<file path="config.mk">
export PLATFORM = sky130hd
export DESIGN_NAME = mig_wr_engine
export DESIGN_NICKNAME = d
export VERILOG_FILES = /design/src/rtl/mig_pkg.sv /design/src/rtl/mig_addr_gen.sv /design/src/rtl/mig_wr_engine.sv
export SDC_FILE = /design/constraint.sdc
export NUM_CORES = 1
export LEC_CHECK = 0
export BUFFER_PORTS_ARGS = -buffer_cell sky130_fd_sc_hd__buf_2
export CAP_MARGIN = 0
export CORE_AREA = 10 10 159 161
export CTS_BUF_LIST = sky130_fd_sc_hd__clkbuf_4 sky130_fd_sc_hd__clkbuf_8 sky130_fd_sc_hd__clkbuf_16
export CTS_CLUSTER_SIZE = 8
export DETAILED_ROUTE_END_ITERATION = 16
export DIE_AREA = 0 0 169 171
export MAX_ROUTING_LAYER = met4
export SYNTH_ARGS = -nofsm -noshare
export SYNTH_HDL_FRONTEND = slang
export SYNTH_HIERARCHICAL = 1
export SYNTH_SLANG_ARGS = --single-unit
</file>
<file path="constraint.sdc">
create_clock -name ui_clk -period 6.9 [get_ports ui_clk]
set_input_delay 0.69 -clock ui_clk [delete_from_list [all_inputs] [get_ports ui_clk]]
set_output_delay 0.69 -clock ui_clk [all_outputs]
set_load 0.02 [all_outputs]
</file>
<file path="src/rtl/mig_pkg.sv">
// Shared MIG UI definitions for the read and write engines.
package mig_pkg;

    localparam logic [2:0] MIG_CMD_WRITE = 3'b000;
    localparam logic [2:0] MIG_CMD_READ  = 3'b001;

    localparam int unsigned MIG_DATA_W    = 128;
    localparam int unsigned MIG_ADDR_STEP = 8;

    typedef enum logic [1:0] {
        IDLE,
        RUN,
        DONE
    } eng_state_e;

endpackage

</file>
<file path="src/rtl/mig_addr_gen.sv">
// Burst address generator: load, step by ADDR_STEP, optional wrap to cfg_base past cfg_top.
module mig_addr_gen #(
    parameter int unsigned ADDR_W    = 28,
    parameter int unsigned ADDR_STEP = 8,
    parameter int unsigned WRAP_EN   = 0
) (
    input  logic              ui_clk,
    input  logic              rst_n,
    input  logic              load,
    input  logic [ADDR_W-1:0] load_addr,
    input  logic              step,
    input  logic [ADDR_W-1:0] cfg_base,
    input  logic [ADDR_W-1:0] cfg_top,
    output logic [ADDR_W-1:0] addr
);

    localparam logic [ADDR_W-1:0] STEP = ADDR_W'(ADDR_STEP);

    logic [ADDR_W-1:0] addr_q;
    logic [ADDR_W-1:0] addr_next;

    // A start address outside the region is kept; wrap only triggers once addr reaches cfg_top.
    always_comb begin
        addr_next = addr_q + STEP;
        if ((WRAP_EN != 0) && (addr_q >= cfg_top)) begin
            addr_next = cfg_base;
        end
    end

    always_ff @(posedge ui_clk) begin
        if (!rst_n) begin
            addr_q <= '0;
        end else if (load) begin
            addr_q <= load_addr;
        end else if (step) begin
            addr_q <= addr_next;
        end
    end

    assign addr = addr_q;

endmodule

</file>
<file path="src/rtl/mig_wr_engine.sv">
// MIG UI write engine: issues one BL8 write burst per word, data may lead commands by MAX_LEAD.
module mig_wr_engine
    import mig_pkg::*;
#(
    parameter int unsigned ADDR_W    = 28,
    parameter int unsigned DATA_W    = MIG_DATA_W,
    parameter int unsigned LEN_W     = 16,
    parameter int unsigned ADDR_STEP = MIG_ADDR_STEP,
    parameter int unsigned MAX_LEAD  = 2,
    parameter int unsigned WRAP_EN   = 0
) (
    input  logic                  ui_clk,
    input  logic                  rst_n,
    input  logic                  wr_req,
    input  logic [ADDR_W-1:0]     wr_req_addr,
    input  logic [LEN_W-1:0]      wr_length,
    input  logic [ADDR_W-1:0]     cfg_base,
    input  logic [ADDR_W-1:0]     cfg_top,
    input  logic [DATA_W-1:0]     wr_data,
    input  logic [DATA_W/8-1:0]   wr_mask,
    output logic                  wr_data_valid,
    output logic                  wr_busy,
    output logic                  wr_done,
    output logic [ADDR_W-1:0]     app_addr,
    output logic [2:0]            app_cmd,
    output logic                  app_en,
    input  logic                  app_rdy,
    output logic [DATA_W-1:0]     app_wdf_data,
    output logic [DATA_W/8-1:0]   app_wdf_mask,
    output logic                  app_wdf_wren,
    output logic                  app_wdf_end,
    input  logic                  app_wdf_rdy
);

    localparam logic [LEN_W-1:0] LEAD_LIM = LEN_W'(MAX_LEAD);

    eng_state_e       state_q;
    eng_state_e       state_d;
    logic [LEN_W-1:0] len_q;
    logic [LEN_W-1:0] cmd_cnt;
    logic [LEN_W-1:0] dat_cnt;
    logic [LEN_W-1:0] lead;
    logic             start;
    logic             dat_go;
    logic             cmd_fire;
    logic             last_cmd;

    assign start    = (state_q == IDLE) && wr_req && (wr_length != '0);
    assign lead     = dat_cnt - cmd_cnt;
    assign cmd_fire = app_en && app_rdy;
    assign last_cmd = cmd_fire && (cmd_cnt == len_q - LEN_W'(1));

    always_ff @(posedge ui_clk) begin
        if (!rst_n) begin
            state_q <= IDLE;
        end else begin
            state_q <= state_d;
        end
    end

    always_comb begin
        state_d = state_q;
        case (state_q)
            IDLE: begin
                if (wr_req) begin
                    state_d = (wr_length != '0) ? RUN : DONE;
                end
            end
            RUN: begin
                if (last_cmd) begin
                    state_d = DONE;
                end
            end
            DONE:    state_d = IDLE;
            default: state_d = IDLE;
        endcase
    end

    // A command may go out in the same cycle as its own data word, never earlier.
    always_comb begin
        wr_busy = 1'b0;
        wr_done = 1'b0;
        dat_go  = 1'b0;
        app_en  = 1'b0;
        case (state_q)
            RUN: begin
                wr_busy = 1'b1;
                dat_go  = app_wdf_rdy && (dat_cnt < len_q) && (lead < LEAD_LIM);
                app_en  = (cmd_cnt < len_q) && ((cmd_cnt < dat_cnt) || dat_go);
            end
            DONE:    wr_done = 1'b1;
            default: ;
        endcase
    end

    always_ff @(posedge ui_clk) begin
        if (!rst_n) begin
            len_q   <= '0;
            cmd_cnt <= '0;
            dat_cnt <= '0;
        end else if (start) begin
            len_q   <= wr_length;
            cmd_cnt <= '0;
            dat_cnt <= '0;
        end else begin
            if (dat_go) begin
                dat_cnt <= dat_cnt + LEN_W'(1);
            end
            if (cmd_fire) begin
                cmd_cnt <= cmd_cnt + LEN_W'(1);
            end
        end
    end

    mig_addr_gen #(
        .ADDR_W    (ADDR_W),
        .ADDR_STEP (ADDR_STEP),
        .WRAP_EN   (WRAP_EN)
    ) u_addr_gen (
        .ui_clk    (ui_clk),
        .rst_n     (rst_n),
        .load      (start),
        .load_addr (wr_req_addr),
        .step      (cmd_fire),
        .cfg_base  (cfg_base),
        .cfg_top   (cfg_top),
        .addr      (app_addr)
    );

    assign app_cmd       = MIG_CMD_WRITE;
    assign app_wdf_wren  = dat_go;
    assign app_wdf_end   = dat_go;
    assign wr_data_valid = dat_go;
    assign app_wdf_data  = wr_data;
    assign app_wdf_mask  = wr_mask;

endmodule
</file>
==> impl_metrics.ini, run 1 <==
[outcome]
run_status = did not finish
lastStage = 5_2_route
error = [ERROR DRT-0255] Maze Route cannot find path of net wr_data[64] in worker of routeBox ( 144900 0 ) ( 169000 48300 ).

[clock_tree]
hold_buffers = 0
h-tree-depth = 3
numCtsBuffers = 9
post-cts-setup-buffer-count = 0
cts-root-buf = clkbuf_16
cts_sinks = 78
cts_max_path_buffers = 2
post_cts_resized = 0

[yosys]
postSynthCellCount = 939
synth.cell_area_mm2 = 0.00732
avgSynthCellArea_um2 = 7.79
synth.distinct_cells = 76
yosys_warnings = 6
ys_ff_latch = 78
synth_edf_count = 0
ys_seq_area_frac = 0.213
ys_async_sr_fraction = 0
dominantRegCellSynth = dfxtp_1

[grt]
gr-total-overflow = 0
track_usage = 0.136
grt_pass1_vias = 5940
antenna_found_initial = 7
grt_pass1_wl_mm = 31.1
grt_max_degree = 39

[floorplanning]
io_pins = 430
die_w_um = 169
fp-row-count = 55
chipHeight_um = 171
initial_core_util = 0.329

[place]
dp_hpwl_mm = 15.2
gp_congestion = 0.861
io_buffers = 82
dp_cells = 1129
metal layers:
layer and track usage:
met5 -, met2 0.204, met1 0.165, met3 0.0523, met4 0.0432
Yosys cell counts, drive strengths merged (10+ instances only):
| cell | instances | area (um^2) |
|---|---|---|
| nor2 | 30 | 113 |
| a31oi | 15 | 93.8 |
| mux2i | 16 | 160 |
| o21ai | 40 | 200 |
| nor3 | 21 | 105 |
| a21oi | 53 | 280 |
| inv | 47 | 176 |
| or4 | 12 | 93.8 |
| a21o | 11 | 82.6 |
| xnor2 | 29 | 254 |
| clkbuf | 22 | 82.6 |
| nand2 | 103 | 387 |
| nor2b | 10 | 62.6 |
| nand4 | 30 | 215 |
| nor4 | 20 | 131 |
| buf | 164 | 1240 |
| dfxtp | 78 | 1560 |
| ha | 51 | 638 |
| nand3 | 40 | 200 |
| xor2 | 13 | 114 |
metrics by stage:
stage / hold slack [ps] / setup slack (ps) / utilization / area (um^2)
2_1_floorplan: 449 / 2900 / - / 7320
3_3_place_gp: 465 / 2030 / 0.307 / 6830
3_5_place_dp: 475 / 2020 / 0.307 / 6830
4_1_cts: 483 / 2000 / 0.321 / 7130
5_1_grt: 531 / 1640 / 0.322 / 7150
cells by family after synthesis:
kind of cell	after synthesis	synth area share
adders and majority gates	52	0.0899
DFF	78	0.213
other	1	0.000513
buffers and inverters	236	0.206
muxes	17	0.0234
AOI/OAI and AO/OA	202	0.195
xor gates and xnor gates	42	0.0503
and+or+nand+nor	311	0.222
==> run 2, diff against run 1 <==
--- a/config.mk
+++ b/config.mk
@@ -7,12 +7,10 @@
 export LEC_CHECK = 0
 export BUFFER_PORTS_ARGS = -buffer_cell sky130_fd_sc_hd__buf_2
 export CAP_MARGIN = 0
-export CORE_AREA = 10 10 159 161
-export CTS_BUF_LIST = sky130_fd_sc_hd__clkbuf_4 sky130_fd_sc_hd__clkbuf_8 sky130_fd_sc_hd__clkbuf_16
-export CTS_CLUSTER_SIZE = 8
+export CORE_MARGIN = 10
+export CORE_UTILIZATION = 33
 export DETAILED_ROUTE_END_ITERATION = 16
-export DIE_AREA = 0 0 169 171
-export MAX_ROUTING_LAYER = met4
+export PLACE_DENSITY_LB_ADDON = 0.15
 export SYNTH_ARGS = -nofsm -noshare
 export SYNTH_HDL_FRONTEND = slang
 export SYNTH_HIERARCHICAL = 1
==> run 2 against run 1 <==
Effect of this change:
- the flow now finishes without violations
- synthesized cell count did not move
- synthesized area did not move
- global-route usage rose by 0.28 points
==> impl_metrics.ini, run 2 <==
[grt]
track_usage = 0.139
top_usage_layer = met2
grt_pass1_vias = 5950
grt_max_degree = 40
antenna_found_initial = 0
grtUsageMet2 = 0.211
grtUsageMet3 = 0.0530
grtUsageMet1 = 0.181
gr-total-overflow = 0
grt_pass1_wl_mm = 32.3

[final_layout]
largest_register_ffs = 28
nFillCells = 2366
area_growth_pct = -2.82
drive_gt1_frac = 0.158
stdcell_area_mm2 = 0.00711
final_cells = 1140
final_cell_mix = nand2_1, buf_2, dfxtp_1
layout.nets = 1156
antennaDiodeCount = 0
final_common_cell = nand2_1

[clock_tree]
h-tree-depth = 3
post_cts_resized = 0
insertion_delay_ps = 350
cts_max_path_buffers = 2
cts_sinks = 78
cts_tree = built
numCtsBuffers = 9
clk_pin_slew_ps = 70
post-cts-setup-buffer-count = 0
cts-root-buf = clkbuf_16
hold_buffers = 0

[drt]
first_pass_iters = 4
vias = 6044
viasPerCell = 5.30
postRouteWirelength_mm = 20.0
routedWlPerCell_um = 17.6
drt_iter0_drc = 318
drc_errors = 0
drtAntennaViolNets = 0

[floorplanning]
io_pins = 430
initial_core_util = 0.335
fp-row-count = 54
die_w_um = 169
dieArea_mm2 = 0.0285
core_mm2 = 0.0218
chipHeight_um = 169

[timing]
fin_crit_ps = 4660
fmax_mhz = 214
final_max_slew_viol_count = 0
worstMarginPinSlew_ps = 1110
setup_viol = 0
finalHoldViolCount = 0
fin_crit_sh = 0.676
rsz0062_at_grt = false
setup_tns_ps = 0
relSlewSlack = 0.257
fin_skew_ps = 9.56

[setup_path]
path_class = reg -> reg
cp-start-kind = flop
r2r_end = u_addr_gen/addr[25]
r2r_setup_slack_ps = 2240
crit_arrival_ps = 4930
reg2regPathDepth = 15
path_max_fanout = 15
cp_data_required_time_ps = 7170
worstReg2RegStart = dat_cnt[0]
crit_path_end_kind = flop

[yosys]
ys_async_sr_fraction = 0
yosysTopAreaCell = dfxtp_1
synth.cell_area_mm2 = 0.00732
yosys_warnings = 6
yosysTopAreaCellShare = 0.213
synth_edf_count = 0
ys_ff_latch = 78
synth.area.top_cells = dfxtp_1, buf_4, ha_1, nand2_1, a21oi_1
ys_seq_area_frac = 0.213
dominantRegCellSynth = dfxtp_1
yosysMostFrequentCell = buf_4
ys_top_cells_by_count = buf_4, nand2_1, dfxtp_1
avgSynthCellArea_um2 = 7.79
postSynthCellCount = 939
synth.distinct_cells = 76

[place]
dp_cells = 1124
postPlaceCellArea_mm2 = 0.00682
dp_hpwl_mm = 15.5
io_buffers = 82
gp_congestion = 0.831

[min_path]
min_from = len_q[1]
hold_end = len_q[1]
hold_class = reg -> reg
hold_path_depth = 2

[power]
p_per_area_mw_per_mm2 = 185
fin_total_pwr_w = 0.00132
ir_worst_vdd_uv = 89.1
leakagePower_nw = 2.95

[job]
max_cap_violations = 0

[outcome]
run_status = completed
-- run 2: how the worst max path moves through the flow --
stage                    start                   to  slack [ps]  depth (start not counted)
finish              dat_cnt[0]  u_addr_gen/addr[25]        2240                         15
global route        dat_cnt[0]  u_addr_gen/addr[25]        1800                         15
CTS                 dat_cnt[0]  u_addr_gen/addr[25]        2190                         15
floorplan           dat_cnt[0]         app_wdf_wren        2900                         11
detailed placement  dat_cnt[0]  u_addr_gen/addr[25]        2240                         15
global placement    dat_cnt[0]  u_addr_gen/addr[25]        2290                         15
-- run 2: cell type report --
| type | count | area, um^2 | area share |
|---|---|---|---|
| clock buffers | 10 | 229 | 0.0322 |
| clock inverters | 6 | 62.6 | 0.00880 |
| inverters | 50 | 188 | 0.0264 |
| multi-input cells | 627 | 4260 | 0.599 |
| flip-flops and latches | 78 | 1560 | 0.220 |
| well taps | 280 | 350 | 0.0493 |
| repair buffers | 89 | 463 | 0.0651 |
-- run 2: per-layer routing --
metal | wire length [um] | up-vias | share of wire
li1 | - | 3068 | -
met1 | 9680 | 2795 | 0.48
met2 | 8630 | 150 | 0.43
met3 | 1460 | 31 | 0.073
met4 | 272 | 0 | 0.014
met5 | 0 | - | 0
-- run 2: where the power goes --
group / leakage [nW] / switching (W) / internal [W]
Combinational: 2.17 / 0.000194 / 0.000122
Sequential: 0.637 / 0.0000344 / 0.000475
Clock: 0.146 / 0.000212 / 0.000280
-- run 2: metrics by stage --
step,hold slack [ps],setup slack (ps),util
finish,486,2240,0.326
floorplan,449,2900,-
global placement,491,2290,0.312
CTS,491,2190,0.326
detailed placement,482,2240,0.312
global route,502,1800,0.326
-- run 2: critical path, cell delays in order, from the launching register on --
cell and delay [ps]:
dfxtp_1 390, inv_1 90, ha_1 220, fa_1 410
nand2b_2 200, a211o_2 350, a21oi_1 260, xor2_1 140
a2111oi_2 350, nand4_2 210, o22a_1 350, inv_1 410
and3_1 320, nand4_2 200, or4_1 510, a31oi_1 170
-- run 2: cell families (layout without fill, tap and decap cells) --
logic type               Yosys count  count (layout)  synth area share
XOR/XNOR                          42              42            0.0503
adder cells (fa/ha/maj)           52              52            0.0899
other                              1               3          0.000513
flip-flops                        78              78             0.213
multiplexers                      17              17            0.0234
buffers and inverters            236             155             0.206
AND/OR/NAND/NOR                  311             311             0.222
AO/OA/AOI/OAI                    202             202             0.195
Power figures use the tool's default switching activity.
